### src/rtl/serial_arith_pkg.sv
// Shared types and constants for the bit-serial arithmetic blocks.
// Adders and subtractors built on one-bit cells agree on state names and bit order here.
package serial_arith_pkg;

    typedef enum logic [1:0] {
        IDLE = 2'd0,
        CALC = 2'd1,
        DONE = 2'd2
    } sub_state_t;

    // Operands are consumed least-significant bit first.
    localparam bit LSB_FIRST = 1'b1;

    // Bit counter wide enough to hold 0..w.
    function automatic int cnt_width(input int w);
        return $clog2(w + 1);
    endfunction

    // Operand bit position fed to the one-bit cell each cycle.
    function automatic int first_bit_idx(input int w);
        return LSB_FIRST ? 0 : (w - 1);
    endfunction

endpackage

### src/rtl/serial_subtractor_if.sv
// Operand/result handshake bundle for the serial subtractor.
// Master drives operands and result acceptance; slave returns difference, borrow and busy.
interface serial_subtractor_if #(
    parameter int WIDTH = 8
);
    logic             in_valid;
    logic             in_ready;
    logic [WIDTH-1:0] minuend;
    logic [WIDTH-1:0] subtrahend;
    logic             out_valid;
    logic             out_ready;
    logic [WIDTH-1:0] difference;
    logic             borrow;
    logic             busy;

    modport master (
        output in_valid, minuend, subtrahend, out_ready,
        input  in_ready, out_valid, difference, borrow, busy
    );

    modport slave (
        input  in_valid, minuend, subtrahend, out_ready,
        output in_ready, out_valid, difference, borrow, busy
    );
endinterface

### src/rtl/full_subtractor.sv
// One-bit full subtractor cell: diff = a - b - b_in, b_out set when the result underflows.
// Latency: purely combinational.
// Backpressure: none, no handshake.
module full_subtractor (
    input  logic a,
    input  logic b,
    input  logic b_in,
    output logic diff,
    output logic b_out
);
    assign diff  = a ^ b ^ b_in;
    assign b_out = (~a & b) | (~a & b_in) | (b & b_in);
endmodule

### src/rtl/serial_subtractor.sv
// Bit-serial unsigned subtractor: one full-subtractor cell, LSB first, registered borrow.
// Latency: result valid WIDTH cycles after the accept edge; issue interval WIDTH+2.
// Backpressure: DONE holds difference/borrow stable until out_ready; no input accepted until IDLE.
module serial_subtractor
    import serial_arith_pkg::*;
#(
    parameter int WIDTH = 8
) (
    input  logic               clk,
    input  logic               rst_n,
    serial_subtractor_if.slave bus
);
    localparam int CNT_W     = cnt_width(WIDTH);
    localparam int FIRST_IDX = first_bit_idx(WIDTH);

    sub_state_t       state_q;
    sub_state_t       state_d;
    logic [WIDTH-1:0] a_q;
    logic [WIDTH-1:0] b_q;
    logic [WIDTH-1:0] res_q;
    logic [WIDTH-1:0] res_next;
    logic [WIDTH-1:0] diff_q;
    logic             brw_q;
    logic             brw_out_q;
    logic [CNT_W-1:0] cnt_q;
    logic             cell_d;
    logic             cell_bo;
    logic             accept;
    logic             last_bit;

    full_subtractor u_cell (
        .a     (a_q[FIRST_IDX]),
        .b     (b_q[FIRST_IDX]),
        .b_in  (brw_q),
        .diff  (cell_d),
        .b_out (cell_bo)
    );

    assign accept   = (state_q == IDLE) && bus.in_valid;
    assign last_bit = (state_q == CALC) && (cnt_q == CNT_W'(WIDTH - 1));
    // New bit enters at the MSB so that after WIDTH shifts bit 0 sits at the LSB.
    assign res_next = (res_q >> 1) | (WIDTH'(cell_d) << (WIDTH - 1));

    always_ff @(posedge clk or negedge rst_n) begin
        if (!rst_n) begin
            state_q <= IDLE;
        end else begin
            state_q <= state_d;
        end
    end

    always_comb begin
        state_d = state_q;
        case (state_q)
            IDLE:    if (bus.in_valid)  state_d = CALC;
            CALC:    if (last_bit)      state_d = DONE;
            DONE:    if (bus.out_ready) state_d = IDLE;
            default:                    state_d = IDLE;
        endcase
    end

    always_ff @(posedge clk or negedge rst_n) begin
        if (!rst_n) begin
            a_q       <= '0;
            b_q       <= '0;
            res_q     <= '0;
            diff_q    <= '0;
            brw_q     <= 1'b0;
            brw_out_q <= 1'b0;
            cnt_q     <= '0;
        end else if (accept) begin
            a_q   <= bus.minuend;
            b_q   <= bus.subtrahend;
            res_q <= '0;
            brw_q <= 1'b0;
            cnt_q <= '0;
        end else if (state_q == CALC) begin
            a_q   <= a_q >> 1;
            b_q   <= b_q >> 1;
            res_q <= res_next;
            brw_q <= cell_bo;
            cnt_q <= cnt_q + CNT_W'(1);
            // Published outputs only move here, so they survive the output handshake.
            if (last_bit) begin
                diff_q    <= res_next;
                brw_out_q <= cell_bo;
            end
        end
    end

    assign bus.in_ready   = (state_q == IDLE);
    assign bus.out_valid  = (state_q == DONE);
    assign bus.busy       = (state_q == CALC) || (state_q == DONE);
    assign bus.difference = diff_q;
    assign bus.borrow     = brw_out_q;

endmodule

### src/flat_wrapper.sv
// flat-port wrapper written by rule: the top's interface ports become plain ports
module serial_subtractor_flat import serial_arith_pkg::*;
#(
    parameter int WIDTH = 8
)
  (clk, rst_n, bus_in_valid, bus_minuend, bus_subtrahend, bus_out_ready, bus_in_ready, bus_out_valid, bus_difference, bus_borrow, bus_busy);
  serial_subtractor_if #(.WIDTH(WIDTH)) bus_i ();
  input  logic clk;
  input  logic rst_n;
  input wire logic [$bits(bus_i.in_valid)-1:0] bus_in_valid;
  input wire logic [$bits(bus_i.minuend)-1:0] bus_minuend;
  input wire logic [$bits(bus_i.subtrahend)-1:0] bus_subtrahend;
  input wire logic [$bits(bus_i.out_ready)-1:0] bus_out_ready;
  output wire logic [$bits(bus_i.in_ready)-1:0] bus_in_ready;
  output wire logic [$bits(bus_i.out_valid)-1:0] bus_out_valid;
  output wire logic [$bits(bus_i.difference)-1:0] bus_difference;
  output wire logic [$bits(bus_i.borrow)-1:0] bus_borrow;
  output wire logic [$bits(bus_i.busy)-1:0] bus_busy;
  assign bus_i.in_valid = bus_in_valid;
  assign bus_i.minuend = bus_minuend;
  assign bus_i.subtrahend = bus_subtrahend;
  assign bus_i.out_ready = bus_out_ready;
  assign bus_in_ready = bus_i.in_ready;
  assign bus_out_valid = bus_i.out_valid;
  assign bus_difference = bus_i.difference;
  assign bus_borrow = bus_i.borrow;
  assign bus_busy = bus_i.busy;
  serial_subtractor #(.WIDTH(WIDTH)) u_core (.clk(clk), .rst_n(rst_n), .bus(bus_i));
endmodule
### config.mk
export PLATFORM = sky130hd
export DESIGN_NAME = serial_subtractor_flat
export DESIGN_NICKNAME = d
export VERILOG_FILES = /design/src/rtl/serial_arith_pkg.sv /design/src/rtl/serial_subtractor_if.sv /design/src/rtl/full_subtractor.sv /design/src/rtl/serial_subtractor.sv /design/src/flat_wrapper.sv
export SDC_FILE = /design/constraint.sdc
export NUM_CORES = 1
export LEC_CHECK = 0
export ABC_AREA = 1
export BUFFER_PORTS_ARGS = -buffer_cell sky130_fd_sc_hd__buf_2
export CAP_MARGIN = 10
export CORE_MARGIN = 2
export CORE_UTILIZATION = 50
export CTS_CLUSTER_SIZE = 30
export DETAILED_ROUTE_END_ITERATION = 12
export PLACE_DENSITY = 0.72
export SLEW_MARGIN = 20
export SYNTH_ARGS = -nofsm -noshare
export SYNTH_HDL_FRONTEND = slang
export SYNTH_SLANG_ARGS = --single-unit
### constraint.sdc
create_clock -name clk -period 1.8 [get_ports clk]
set_clock_uncertainty 0.1 [all_clocks]
set_input_delay 0.09 -clock clk [delete_from_list [all_inputs] [get_ports clk]]
set_output_delay 0.09 -clock clk [all_outputs]
set_load 0.01 [all_outputs]
==> qor.csv <==
metric,value,unit
async_reset_ff_frac,1.00,
synth_top_area_frac,0.528,
yosys.area.top_type,dfrtp_1,
nets,283,
grt_max_degree,40,
pwr-share-seq,0.424,
worstSetupPathType,flop to flop,
maxSlewHeadroom,0.680,
fin_tns_setup,0,ns
p_leak,1.14,nW
p_sw,1.30,mW
p_comb_frac,0.416,
r2r_start,u_core.state_q[1],
cp.arrival,1.73,ns
hold_viol,0,
grtUsageTotal,0.202,
gp_congestion,0.775,
clk_pin_slew,0.07,ns
num_rows,22,
required,1.93,ns
hold_depth,4,
synth_cell_type_count,21,
maxCapViolCount,0,
fin_total_pwr,3.30,mW
setup_viol,0,
dieWidth,64.8,µm
die_h,64.8,µm
drc,0,
min_to,u_core.cnt_q[3],
grt-ovfl-total,0,
slew_violations,0,
clockBufferDepth,2,
syn_inst,206,
numCtsBuffers,5,
p_clk_frac,0.160,
yosys-top-cells-area,"dfrtp_1 53%, nand2_1 9.8%, a21oi_1 7.3%",
antenna_found_initial,0,
end_kind,flop,
post_drt_wl_per_cell,12.1,µm
drive_gt1_frac,0.195,
postRouteAntennaNets,0,
netlist_area,0.00185,mm²
final_common_cell,nand2_1,
switching_share,0.395,
status,"complete, no violations",
vias,1503,
yosysSeqAreaShare,0.528,
synth_ff_type,dfrtp_1,
grt_pass1_wl,6400,µm
dieArea,0.00420,mm²
cts_root_buf,clkbuf_8,
first_global_vias,1532,
synthesis.nets,232,
core,0.00361,mm²
synth-seq-cells,39,
h-tree-depth,2,
r2r_slack,0.20,ns
clkLatencyLatePin,0.29,ns
fillCellCount,313,
drt-total-wl,3670,µm
fin_crit_sh,0.890,
timing.fmax,624,MHz
syn_to_final_growth,21.5,%
avgSynthCellArea,8.96,µm²
worstHoldStart,bus_in_valid,
r2r_end,u_core.bus.difference[3],
post-dp-hpwl,2330,µm
n_antenna_cell,0,
hold_path_class,primary input to flop,
cts_tree,built,
cp-start-kind,flop,
io_pins,32,
cts_sinks,39,
synth_edf_count,0,
routed_via_density,4.94,
port_buffers,31,
final.min_clock_period,1.60,ns
detail_route.first_pass.iterations,4,
reg2reg_depth,6,
critPathMaxFanout,11,
worst_pin_slew,0.480,ns
ys.warnings.count,0,
power_density,1470,mW/mm²
rsz0062_at_grt,false,
drt_first_iter_violations,76,
start_util,0.512,
layout_common_cells,"48 x nand2_1, 39 x dfrtp_1, 31 x buf_2, 27 x a21oi_1, 27 x nor2_1",
internal_power,2.00,mW
vdd_ir_drop_max,0.727,mV
==> routing by layer <==
| metal | track usage | vias to the layer above | share of wire |
|---|---|---|---|
| met5 | 0 | - | 0 |
| met4 | 0.0878 | 0 | 0.019 |
| met3 | 0.0469 | 8 | 0.038 |
| met2 | 0.358 | 30 | 0.48 |
| met1 | 0.231 | 699 | 0.46 |
| li1 | - | 766 | - |
==> critical path: stages, from the launching register on <==
cell and delay, ns:
dfrtp_1 0.39, inv_1 0.11, ha_2 0.30, nand3_2 0.24, nor2_4 0.25, nand2_1 0.08, nand2_1 0.07
==> synth_stat cells (2+ instances only) <==
| cell | number |
|---|---|
| buf_4 | 2 |
| nand3_1 | 12 |
| clkbuf_8 | 3 |
| nand2_1 | 48 |
| dfrtp_1 | 39 |
| nand2_2 | 2 |
| buf_6 | 5 |
| ha_1 | 5 |
| nor2_1 | 27 |
| inv_1 | 11 |
| o21ai_0 | 16 |
| a21oi_1 | 27 |
==> cell type report <==
| class | instances | area (µm²) | share of cell area |
|---|---|---|---|
| flip-flops and latches | 39 | 976 | 0.435 |
| multi-input cells | 145 | 716 | 0.319 |
| repair buffers | 53 | 363 | 0.162 |
| clock buffers | 6 | 72.6 | 0.0323 |
| well taps | 48 | 60.1 | 0.0268 |
| inverters | 12 | 48.8 | 0.0218 |
| repair inverters | 1 | 7.51 | 0.00335 |
==> cell families (layout without fill, tap and decap cells) <==
kind of cell             Yosys count  count (layout)  synth area share
AND/OR/NAND/NOR                   92              92             0.209
AO/OA/AOI/OAI                     46              46             0.127
flip-flops                        39              39             0.528
buffers and inverters             22              72            0.0854
adder cells (fa/ha/maj)            6               6            0.0447
XOR/XNOR                           1               1           0.00474
==> how the worst max path moves through the flow <==
stage / startpoint / end / slack [ns] / cells past startpoint
3_5_place_dp: u_core.state_q[1] / u_core.cnt_q[3] / 0.02 / 6
5_1_grt: u_core.state_q[0] / u_core.a_q[6] / 0.02 / 6
6_report: u_core.state_q[1] / u_core.bus.difference[3] / 0.20 / 6
4_1_cts: u_core.state_q[1] / u_core.cnt_q[3] / 0.01 / 6
3_3_place_gp: u_core.state_q[1] / u_core.cnt_q[3] / 0.08 / 6
2_1_floorplan: u_core.state_q[0] / u_core.b_q[0] / 0.36 / 7
==> sequential cells by signal, summed over array words and instances (netlist names) <==
name                   cells
u_core.bus.difference      8
u_core.state_q             2
u_core.res_q               7
u_core.brw_q               1
u_core.b_q                 8
u_core.cnt_q               4
u_core.bus.borrow          1
u_core.a_q                 8
==> power by group through the flow <==
stage | Sequential, mW | Combinational (mW) | Clock, mW
after detailed placement | 1.41 | 1.30 | 0
after global routing | 1.44 | 1.58 | 0.582
final | 1.40 | 1.37 | 0.528
after floorplan | 1.37 | 1.14 | 0
after CTS | 1.40 | 1.33 | 0.544
after global placement | 1.40 | 1.27 | 0
==> timing repair <==
item,in CTS,in global routing
setup buffers,0,1
setup endpoints to repair,0,17
endpoints found under the hold margin,55,0
hold buffers,17,0
gates resized for setup,0,3
==> per-stage QoR <==
step	hold slack, ns	setup WS (ns)	instance area [µm²]	utilization	instances
5_1_grt	0.117	0.0212	2240	0.622	304
4_1_cts	0.0814	0.0144	2220	0.616	302
6_report	0.0784	0.198	2240	0.622	304
3_3_place_gp	0.0715	0.0845	1980	0.549	279
2_1_floorplan	-0.306	0.357	1850	-	206
3_5_place_dp	0.0768	0.0236	1980	0.549	279
(Power assumes the default switching activity.)
